### src/rtl/multi_input_arbiter_pkg.sv
// Shared definitions for the round-robin fan-in arbiter: FSM encodings and
// the default grant hold limit.
package multi_input_arbiter_pkg;

  typedef enum logic [1:0] {
    ST_IDLE = 2'd0,
    ST_BUSY = 2'd1,
    ST_GAP  = 2'd2
  } arb_state_t;

  localparam int HOLD_MAX_DEF = 4;

endpackage

### src/rtl/rr_priority_pick.sv
// Combinational round-robin pick: first set request bit at or above the
// pointer, wrapping modulo N_REQ.
module rr_priority_pick #(
  parameter int N_REQ = 3,
  parameter int IDX_W = 2
) (
  input  logic [N_REQ-1:0] req,
  input  logic [IDX_W-1:0] ptr,
  output logic             found,
  output logic [IDX_W-1:0] sel
);

  always_comb begin : pick
    int idx;
    idx   = 0;
    found = 1'b0;
    sel   = '0;
    for (int k = 0; k < N_REQ; k++) begin
      idx = int'(ptr) + k;
      if (idx >= N_REQ) idx = idx - N_REQ;
      if (!found && req[idx]) begin
        found = 1'b1;
        sel   = IDX_W'(idx);
      end
    end
  end

endmodule

### src/rtl/multi_input_arbiter.sv
// Round-robin arbiter merging N_REQ requesters onto one registered output
// channel, with a bounded hold time and a mandatory gap between grants.
module multi_input_arbiter
  import multi_input_arbiter_pkg::*;
#(
  parameter int N_REQ    = 3,
  parameter int IDX_W    = 2,
  parameter int DW       = 8,
  parameter int HOLD_MAX = HOLD_MAX_DEF
) (
  input  logic                clk,
  input  logic                rst_n,
  input  logic [N_REQ-1:0]    req,
  input  logic [N_REQ*DW-1:0] din,
  output logic [N_REQ-1:0]    gnt,
  output logic [IDX_W-1:0]    gnt_idx,
  output logic                gnt_vld,
  output logic [DW-1:0]       dout,
  output logic                timeout
);

  arb_state_t       state, state_nxt;
  logic [IDX_W-1:0] ptr, ptr_nxt;
  logic [7:0]       hold, hold_nxt;
  logic [N_REQ-1:0] gnt_nxt;
  logic [IDX_W-1:0] idx_nxt;
  logic             vld_nxt;
  logic [DW-1:0]    dout_nxt;
  logic             to_nxt;
  logic             pick_found;
  logic [IDX_W-1:0] pick_sel;

  rr_priority_pick #(
    .N_REQ (N_REQ),
    .IDX_W (IDX_W)
  ) u_pick (
    .req   (req),
    .ptr   (ptr),
    .found (pick_found),
    .sel   (pick_sel)
  );

  always_ff @(posedge clk or negedge rst_n) begin
    if (!rst_n) begin
      state   <= ST_IDLE;
      ptr     <= '0;
      hold    <= '0;
      gnt     <= '0;
      gnt_idx <= '0;
      gnt_vld <= 1'b0;
      dout    <= '0;
      timeout <= 1'b0;
    end else begin
      state   <= state_nxt;
      ptr     <= ptr_nxt;
      hold    <= hold_nxt;
      gnt     <= gnt_nxt;
      gnt_idx <= idx_nxt;
      gnt_vld <= vld_nxt;
      dout    <= dout_nxt;
      timeout <= to_nxt;
    end
  end

  always_comb begin
    state_nxt = state;
    ptr_nxt   = ptr;
    hold_nxt  = hold;
    gnt_nxt   = gnt;
    idx_nxt   = gnt_idx;
    vld_nxt   = gnt_vld;
    dout_nxt  = dout;
    to_nxt    = 1'b0;
    unique case (state)
      ST_IDLE: begin
        if (pick_found) begin
          gnt_nxt           = '0;
          gnt_nxt[pick_sel] = 1'b1;
          idx_nxt           = pick_sel;
          vld_nxt           = 1'b1;
          hold_nxt          = 8'd1;
          dout_nxt          = din[pick_sel*DW +: DW];
          state_nxt         = ST_BUSY;
        end
      end
      ST_BUSY: begin
        dout_nxt = din[gnt_idx*DW +: DW];
        // A release wins over a simultaneous hold expiry, so timeout stays low.
        if (!req[gnt_idx] || hold == 8'(HOLD_MAX)) begin
          to_nxt    = req[gnt_idx];
          gnt_nxt   = '0;
          idx_nxt   = '0;
          vld_nxt   = 1'b0;
          hold_nxt  = '0;
          ptr_nxt   = (gnt_idx == IDX_W'(N_REQ-1)) ? '0 : gnt_idx + 1'b1;
          state_nxt = ST_GAP;
        end else begin
          hold_nxt = hold + 8'd1;
        end
      end
      ST_GAP: begin
        state_nxt = ST_IDLE;
      end
      default: begin
        state_nxt = ST_IDLE;
      end
    endcase
  end

endmodule
### config.mk
export PLATFORM = sky130hd
export DESIGN_NAME = multi_input_arbiter
export DESIGN_NICKNAME = d
export VERILOG_FILES = /design/src/rtl/multi_input_arbiter_pkg.sv /design/src/rtl/rr_priority_pick.sv /design/src/rtl/multi_input_arbiter.sv
export SDC_FILE = /design/constraint.sdc
export NUM_CORES = 1
export LEC_CHECK = 0
export CORE_MARGIN = 5
export CORE_UTILIZATION = 35
export DETAILED_ROUTE_END_ITERATION = 6
export PLACE_DENSITY = 0.56
export RECOVER_POWER = 100
export REMOVE_ABC_BUFFERS = 1
export SYNTH_ARGS = -nofsm -noshare
export SYNTH_HDL_FRONTEND = slang
export SYNTH_SLANG_ARGS = --single-unit
### constraint.sdc
create_clock -name clk -period 3 [get_ports clk]
set_clock_uncertainty 0.1 [all_clocks]
set_input_delay 0.6 -clock clk [delete_from_list [all_inputs] [get_ports clk]]
set_output_delay 0.6 -clock clk [all_outputs]
set_load 0.05 [all_outputs]
Yosys cells after proc, flatten, opt, wreduce, memory -nomap -nowiden --
Cells that the tools add are included.
Word-level totals: output and inout bits 15, register bits 27
Cells by class: equality and inequality tests 5, add/sub/neg operators 7, mux-type cells 42, reduce and logical (&&, ||, !) cells 13, magnitude comparators 9, shift-type cells 2
Operator list (number):
- $lt 32x4->1 const B | 3
- $mux 32 | 3
- $ge 32x3->1 const B | 2
- $sub 32x3->32 const B | 2
- $shiftx 24x6->8 | 2
- $pmux 8 s2 | 2
- $mux 8 | 3
- $mux 2 | 8
- $mux 1 | 15
- $add 8x1->8 const B | 1
- $bmux 1 s2 | 4
- $eq 8x3->1 const B | 1
- $pmux 2 s2 | 2
- $lt 2x3->1 const B | 2
- $mux 3 | 2
- $pmux 3 s2 | 1
- $reduce_and 2->1 | 3
- $ne 2x2->1 const B | 2
- $add 2x1->3 const B | 1
- $add 2x2->3 const B | 1
- $logic_and 1x1->1 | 3
- $logic_not 1->1 | 3
- $reduce_and 3->1 | 1
- $sub 2x2->3 const B | 1
- 10 further kinds | 10

Logic depth before layout (Yosys ltp) --
Gate-level depths: netlist of run 1.
word-level depth 18, depth in mapped cells 10, depth with buffers taken out 8

Hierarchy --
Synthesis of run 1 repeated with hierarchy kept, for this count alone.
Second synthesis, totals: cells, all modules 163, area, all modules 1679.1 sq um
By module, submodules not included:
- multi_input_arbiter | cells each 131, instances 1, area each 1427.6 sq um
- rr_priority_pick | cells each 32, instances 1, area each 251.5 sq um

Worst setup path before layout of run 1 --
OpenSTA, ideal clock, no wires.
path kind register to register, start register ptr[1], end register dout[0], data arrival time 2.086 ns, setup slack 0.683 ns, stages on the path, launching flop included 9, buffers on the path 1, clock period less this slack 2.317 ns, cells stage by stage dfrtp_1 > inv_1 > ha_1 > buf_6 > mux2_4 > o221a_4 > o31ai_4 > mux2i_1 > o211ai_2
On the way: word-level cells in the longest chain between the ends 15, elaborated cells between the ends (all ways) 35, those cells by class add/sub: 5; order compare: 3; eq/ne: 1; shift: 1; mux: 20; reduce/logical: 5
Ends and longest elaborated chain:
- from (decl) | line multi_input_arbiter.sv:23 | logic [IDX_W-1:0] ptr, ptr_nxt;
- from (signal assigned) | line multi_input_arbiter.sv:55 | ptr <= ptr_nxt;
- branches (longest 15 deep; another with $sub 32x3->32)
- to (signal assigned) | line multi_input_arbiter.sv:60 | dout <= dout_nxt;
- to (decl) | line multi_input_arbiter.sv:18 | output logic [DW-1:0] dout,
Several ways; the timed one is not identified. The select of a mux whose other input is x is not followed. A chain may end at the register's enable or synchronous reset.

Worst setup path after layout of run 1 --
start input port req[2], end register hold[4]
On the way: word-level cells in the longest chain between the ends 12, elaborated cells between the ends (all ways) 24, those cells by class eq/ne: 1; mux: 16; reduce/logical: 7
Ends and longest elaborated chain:
- from (decl) | line multi_input_arbiter.sv:13 | input logic [N_REQ-1:0] req,
- $bmux 1 s2 | line rr_priority_pick.sv:21 | if (!found && req[idx]) begin
- $mux 1 (not written as such) (2 in a row) | line rr_priority_pick.sv:21
- $mux 1 | line rr_priority_pick.sv:21
- $logic_not 1->1 | line rr_priority_pick.sv:21
- $logic_and 1x1->1 | line rr_priority_pick.sv:21
- $mux 1 | line rr_priority_pick.sv:21
- $logic_not 1->1 | line rr_priority_pick.sv:21
- $logic_and 1x1->1 | line rr_priority_pick.sv:21
- $mux 1 | line rr_priority_pick.sv:21
- $ne 2x2->1 (no line)
- $reduce_and 2->1 (no line)
- to (signal assigned) | line multi_input_arbiter.sv:56 | hold <= hold_nxt;
- to (decl) | line multi_input_arbiter.sv:24 | logic [7:0] hold, hold_nxt;
Parallel ways exist; a longest one is shown, timed or not. The select of a mux whose other input is x is not followed.

==> results of run 1 <==
## where the power goes
group / internal [mW] / leakage [nW] / total [mW] / switching [mW]
Sequential: 0.511 / 0.345 / 0.623 / 0.112
Clock: 0.0929 / 0.0255 / 0.204 / 0.111
Combinational: 0.707 / 0.623 / 1.88 / 1.18
Total: 1.31 / 0.994 / 2.71 / 1.40
## per-stage QoR
stage	worst slack, ns	area (µm²)	util [%]	hold slack (ns)
3_5_place_dp	0.179	2250	47.1	0.374
6_report	0.267	2260	47.2	0.382
5_1_grt	0.114	2260	47.2	0.404
4_1_cts	0.408	2300	48.1	0.396
2_1_floorplan	0.387	1700	-	0.204
3_3_place_gp	0.248	2250	47.1	0.363
## layer usage
layer	GRT usage [%]	wire, µm	vias up
li1	-	-	742
met1	18.3	1980	737
met2	24.5	2210	48
met3	3.48	284	4
met4	3.21	41	0
met5	0	0	-
## layout make-up
class,instances,area [µm²],share of cell area [%]
clock buffers,3,41.3,1.83
clock inverters,1,5.00,0.222
inverters,11,41.3,1.83
multi-input cells,135,955,42.3
flip-flops and latches,27,676,29.9
well taps,67,83.8,3.71
repair buffers,48,457,20.2
## critical path, stage by stage
cell and delay (ns):
dlygate4sd3_1 0.63, mux2_4 0.32, mux2i_2 0.31, a311o_1 0.33
clkbuf_1 0.31, nand2_1 0.19, nor2_1 0.14
## state kept, by name (all words and copies together), names as in the netlist
| register | cells |
|---|---|
| dout | 8 |
| gnt | 3 |
| gnt_idx | 2 |
| gnt_vld | 1 |
| hold | 8 |
| ptr | 2 |
| state | 2 |
| timeout | 1 |
## placed cells by master (no fill, tap or decap), types with 2 or more instances in the layout
master and n:
clkdlybuf4s50_1 26, nor2_1 7, nor3_1 4, dlygate4sd3_1 17, xor2_1 3, and3b_1 2
nand4_1 2, o21ai_0 5, nor2b_1 4, nand2_1 24, dfrtp_1 27, a21oi_1 6
clkbuf_1 3, clkbuf_8 3, nand2b_1 5, a21o_1 3, o31ai_1 2, o22ai_1 2
or3_1 2, a31oi_1 3, mux2i_1 10, nand3_1 14, o211ai_2 2, buf_4 2
inv_1 11, o211ai_1 6, ha_1 6, mux2_1 2
## cell families after synthesis
| family | share of synthesized area [%] |
|---|---|
| compound gates | 20.2 |
| xor+xnor | 2.02 |
| fa+ha+maj | 4.32 |
| buf+inv | 4.46 |
| flops | 38.9 |
| mux | 9.36 |
| simple gates | 20.7 |
## synthesized netlist by cell type, types with 2 or more instances
master    count  share of area [%]
inv_1        11                2.4
and3b_1       2                1.0
o22ai_1       2               0.72
nor2b_1       4                1.4
o211ai_2      8                5.8
nand3_1      14                4.0
ha_1          6                4.3
buf_2         2               0.58
a21o_1        3                1.3
buf_6         2                1.3
mux2i_1      10                5.8
mux2_2        2                1.3
nand2_1      24                5.2
nand4_1       2               0.72
dfrtp_1      27                 39
xor2_1        3                1.5
nor2_1        7                1.5
o21ai_0       5                1.4
nor3_1        4                1.2
nand2b_1      5                1.8
a31oi_1       3                1.1
or3_1         2               0.72
a21oi_1       6                1.7
o31ai_1       2               0.86
## worst max path at each step
| stage | start | endpoint | cells past startpoint |
|---|---|---|---|
| after CTS | ptr[0] | dout[7] | 8 |
| after floorplan | ptr[1] | dout[0] | 7 |
| final | req[2] | hold[4] | 7 |
| after global routing | ptr[0] | hold[6] | 8 |
| after detailed placement | req[0] | dout[7] | 7 |
| after global placement | req[0] | dout[1] | 7 |
==> impl_metrics.env, run 1 <==
export IMPL_synth_edf_count=0
export IMPL_setup_tns_ns=0
export IMPL_grt_pass1_vias=1535
export IMPL_yosysSeqAreaShare_pct=38.9
export IMPL_die_x_um=80.5
export IMPL_viasPerCell=5.24
export IMPL_postSynthAreaPerCell_um2=9.76
export IMPL_ctsHtreeMaxLevel=1
export IMPL_worstRegToRegCells=8
export IMPL_wl_um=4510
export IMPL_cts_buffers=3
export IMPL_routedWlPerCell_um=15.4
export IMPL_post_cts_buffers=0
export IMPL_min_period_over_period_pct=91.1
export IMPL_layout_drive_gt1_share_pct=7.56
export IMPL_fmax_mhz=366
export IMPL_ir_drop_v=0.000427
export IMPL_area_delta_synth_final_pct=29.9
export IMPL_drtIter0Drc=94
export IMPL_power_mw=2.71
export IMPL_root_buffer="clkbuf_8"
export IMPL_place_congestion=0.920
export IMPL_setup_worst_path_class="input port to register"
export IMPL_grt_overflow=0
export IMPL_setup_violations=0
export IMPL_ys_warn_count=0
export IMPL_dieArea_mm2=0.00647
export IMPL_grt_pass1_wl_um=7380
export IMPL_grt_setup_unrepaired="false"
export IMPL_fin_cells=292
export IMPL_cap_violations=0
export IMPL_drtAntennaViolNets=0
export IMPL_insertion_delay_ns=0.27
export IMPL_hold_path_class="register to register"
export IMPL_dr_pass1_iters=4
export IMPL_slew_headroom_pct=1.30
export IMPL_end_kind="register"
export IMPL_port_buffer_count=43
export IMPL_initial_core_util_pct=36.3
export IMPL_rows=25
export IMPL_r2r_start="ptr[0]"
export IMPL_track_usage_pct=14.4
export IMPL_min_from="gnt[2]"
export IMPL_hold_depth=1
export IMPL_cts_sinks=27
export IMPL_n_antenna_cell=0
export IMPL_holdBufCountCts=0
export IMPL_required_ns=3.10
export IMPL_clkTransAtPathRegs_ns=0.09
export IMPL_power_leakage_nw=0.994
export IMPL_clockBufferDepth=2
export IMPL_critPathArrivalTime_ns=2.84
export IMPL_r2r_slack_ns=0.30
export IMPL_hold_viol=0
export IMPL_worstMarginPinSlew_ns=1.48
export IMPL_finalNetCount=261
export IMPL_synth_area_mm2=0.00174
export IMPL_critPathLaunchType="input port"
export IMPL_outcome="finished clean"
export IMPL_period_needed_ns=2.73
export IMPL_dpl_hpwl_um=3520
export IMPL_maxSlewViolCount=0
export IMPL_synth_distinct_cells=46
export IMPL_ys_async_sr_fraction_pct=100
export IMPL_min_to="gnt[2]"
export IMPL_grt_start_max_net_pins=28
export IMPL_drc_errors=0
export IMPL_die_h_um=80.5
export IMPL_coreArea_mm2=0.00479
export IMPL_fill_cells=469
export IMPL_cts_resized=0
export IMPL_ys_ff_latch=27
export IMPL_r2r_end="hold[4]"
export IMPL_crit_fanout=7
export IMPL_antenna_found_initial=0
export IMPL_dp_cells=288
export IMPL_cts_tree="done"
export IMPL_dr_total_vias=1531
export IMPL_io_pins=44
export IMPL_syn_inst=178
export IMPL_p_per_area_mw_per_mm2=1200
export IMPL_synthFlopType="dfrtp_1"
Power figures use the tool's default switching activity.
==> inputs of run 2 (changes only) <==
--- a/config.mk
+++ b/config.mk
@@ -5,10 +5,12 @@
 export SDC_FILE = /design/constraint.sdc
 export NUM_CORES = 1
 export LEC_CHECK = 0
+export CELL_PAD_IN_SITES_DETAIL_PLACEMENT = 1
+export CELL_PAD_IN_SITES_GLOBAL_PLACEMENT = 1
 export CORE_MARGIN = 5
 export CORE_UTILIZATION = 35
 export DETAILED_ROUTE_END_ITERATION = 6
-export PLACE_DENSITY = 0.56
+export PLACE_DENSITY = 0.72
 export RECOVER_POWER = 100
 export REMOVE_ABC_BUFFERS = 1
 export SYNTH_ARGS = -nofsm -noshare
==> run 2 against run 1 <==
Effect of this change:
- core utilization up 0.078 points
- global-route usage rose by 1.5 points
- critical path depth up 1
- count of clock-buffer cells in the layout unchanged
- register-to-register slack worse by 0.02 ns
- worst setup slack got worse by 0.043 ns
- flip-flop and latch count did not move
- cell area is 0.17% higher
- non-clock buffer count rose by 2
- via count increased by 2.0%
- cell count grew 0.68%
- power grew 1.9%
==> impl_metrics.env, run 2 (synthesized netlist as in run 1, its figures left out) <==
export IMPL_worstRegToRegCells=9
export IMPL_die_x_um=80.5
export IMPL_power_leakage_nw=0.996
export IMPL_power_mw=2.76
export IMPL_die_h_um=80.5
export IMPL_post_place_ws_ns=-0.0567
export IMPL_setup_worst_path_class="input port to register"
export IMPL_fin_cells=294
export IMPL_root_buffer="clkbuf_8"
export IMPL_io_pins=44
export IMPL_rows=25
export IMPL_wl_um=5010
export IMPL_cts_sinks=27
export IMPL_hold_path_class="register to register"
export IMPL_crit_chain="clkdlybuf4s50_1 > mux2i_1 > mux2_2 > a41oi_1 > clkbuf_2 > nand2_1 > xor2_1 > nor2_1"
export IMPL_dpl_hpwl_um=3970
export IMPL_worstMarginPinSlew_ns=1.47
export IMPL_hold_viol=0
export IMPL_holdBufCountCts=0
export IMPL_path_depth=8
export IMPL_layout_drive_gt1_share_pct=8.37
export IMPL_drtAntennaViolNets=0
export IMPL_cts_resized=0
export IMPL_cts_tree="done"
export IMPL_maxSlewViolCount=0
export IMPL_initial_core_util_pct=36.3
export IMPL_drc_errors=0
export IMPL_slew_headroom_pct=1.73
export IMPL_final_cell_mix="27 x dfrtp_1, 27 x clkdlybuf4s50_1, 24 x nand2_1"
export IMPL_outcome="finished clean"
export IMPL_r2r_end="hold[2]"
export IMPL_min_from="gnt_vld"
export IMPL_grt_start_max_net_pins=28
export IMPL_place_area_mm2=0.00227
export IMPL_cap_violations=0
export IMPL_ir_drop_v=0.000474
export IMPL_crit_family="buffers and inverters"
export IMPL_dr_pass1_iters=4
export IMPL_grt_overflow=0
export IMPL_area_delta_synth_final_pct=30.2
export IMPL_setup_tns_ns=0
export IMPL_dp_cells=290
export IMPL_grt_pass1_wl_um=8160
export IMPL_antenna_found_initial=0
export IMPL_period_needed_ns=2.78
export IMPL_min_to="gnt_vld"
export IMPL_finalNetCount=263
export IMPL_port_buffer_count=43
export IMPL_worst_hold_slack_ns=0.385
export IMPL_min_period_over_period_pct=92.5
export IMPL_dr_total_vias=1561
export IMPL_routedWlPerCell_um=17.0
export IMPL_reg_largest_list="dout (8), hold (8), gnt (3)"
export IMPL_critPathLaunchType="input port"
export IMPL_required_ns=3.06
export IMPL_fmax_mhz=360
export IMPL_cts_buffers=3
export IMPL_r2r_start="ptr[1]"
export IMPL_grt_setup_unrepaired="false"
export IMPL_track_usage_pct=15.8
export IMPL_critPathArrivalTime_ns=2.84
export IMPL_place_congestion=0.873
export IMPL_insertion_delay_ns=0.27
export IMPL_layout_setup_ws_ns=0.224
export IMPL_final_util_pct=47.3
export IMPL_ctsHtreeMaxLevel=1
export IMPL_critPathBufInv=2
export IMPL_clockBufferDepth=2
export IMPL_r2r_slack_ns=0.28
export IMPL_end_kind="register"
export IMPL_n_antenna_cell=0
export IMPL_p_per_area_mw_per_mm2=1220
export IMPL_viasPerCell=5.31
export IMPL_drtIter0Drc=25
export IMPL_finalInstanceArea_mm2=0.00226
export IMPL_coreArea_mm2=0.00479
export IMPL_critPathMaxStageDelay_ns=0.60
export IMPL_clkTransAtPathRegs_ns=0.09
export IMPL_crit_fanout=9
export IMPL_dieArea_mm2=0.00647
export IMPL_setup_violations=0
export IMPL_grt_pass1_vias=1675
export IMPL_post_cts_buffers=0
export IMPL_slowest_stage="clkdlybuf4s50_1"
export IMPL_hold_depth=2
run 2: routing by layer:
layer  GRT usage [%]  vias to the layer above  part of all wire [%]
met4            2.53                        0                  0.68
met2            27.6                       38                    52
met5               0                        -                     0
met1            20.4                      778                    43
li1                -                      741                     -
met3            3.36                        4                   4.5
run 2: worst max-delay path by stage:
stage | start | endpoint | slack [ns]
finish | req[0] | hold[2] | 0.22
global route | req[0] | hold[2] | 0.04
CTS | req[0] | dout[5] | 0.25
detailed placement | req[0] | dout[5] | -0.06
global placement | req[0] | dout[4] | 0.20
floorplan | ptr[1] | dout[0] | 0.39
run 2: where the power goes:
| part | total, mW | switching (mW) | internal (mW) | leakage, nW |
|---|---|---|---|---|
| Combinational | 1.94 | 1.21 | 0.730 | 0.626 |
| Sequential | 0.619 | 0.108 | 0.511 | 0.345 |
| Clock | 0.202 | 0.109 | 0.0929 | 0.0255 |
run 2: layout make-up:
class	instances	area, µm²
clock buffer	3	41.3
inverter	11	41.3
tap	67	83.8
sequential	27	676
fill	566	2520
timing repair buffer	50	473
multi-input combinational	135	942
clock inverter	1	5.00
run 2: worst min-delay path: stages (launching register included):
cell     delay (ns)
dfrtp_1        0.35
nand2_1        0.05
nand2_1        0.06
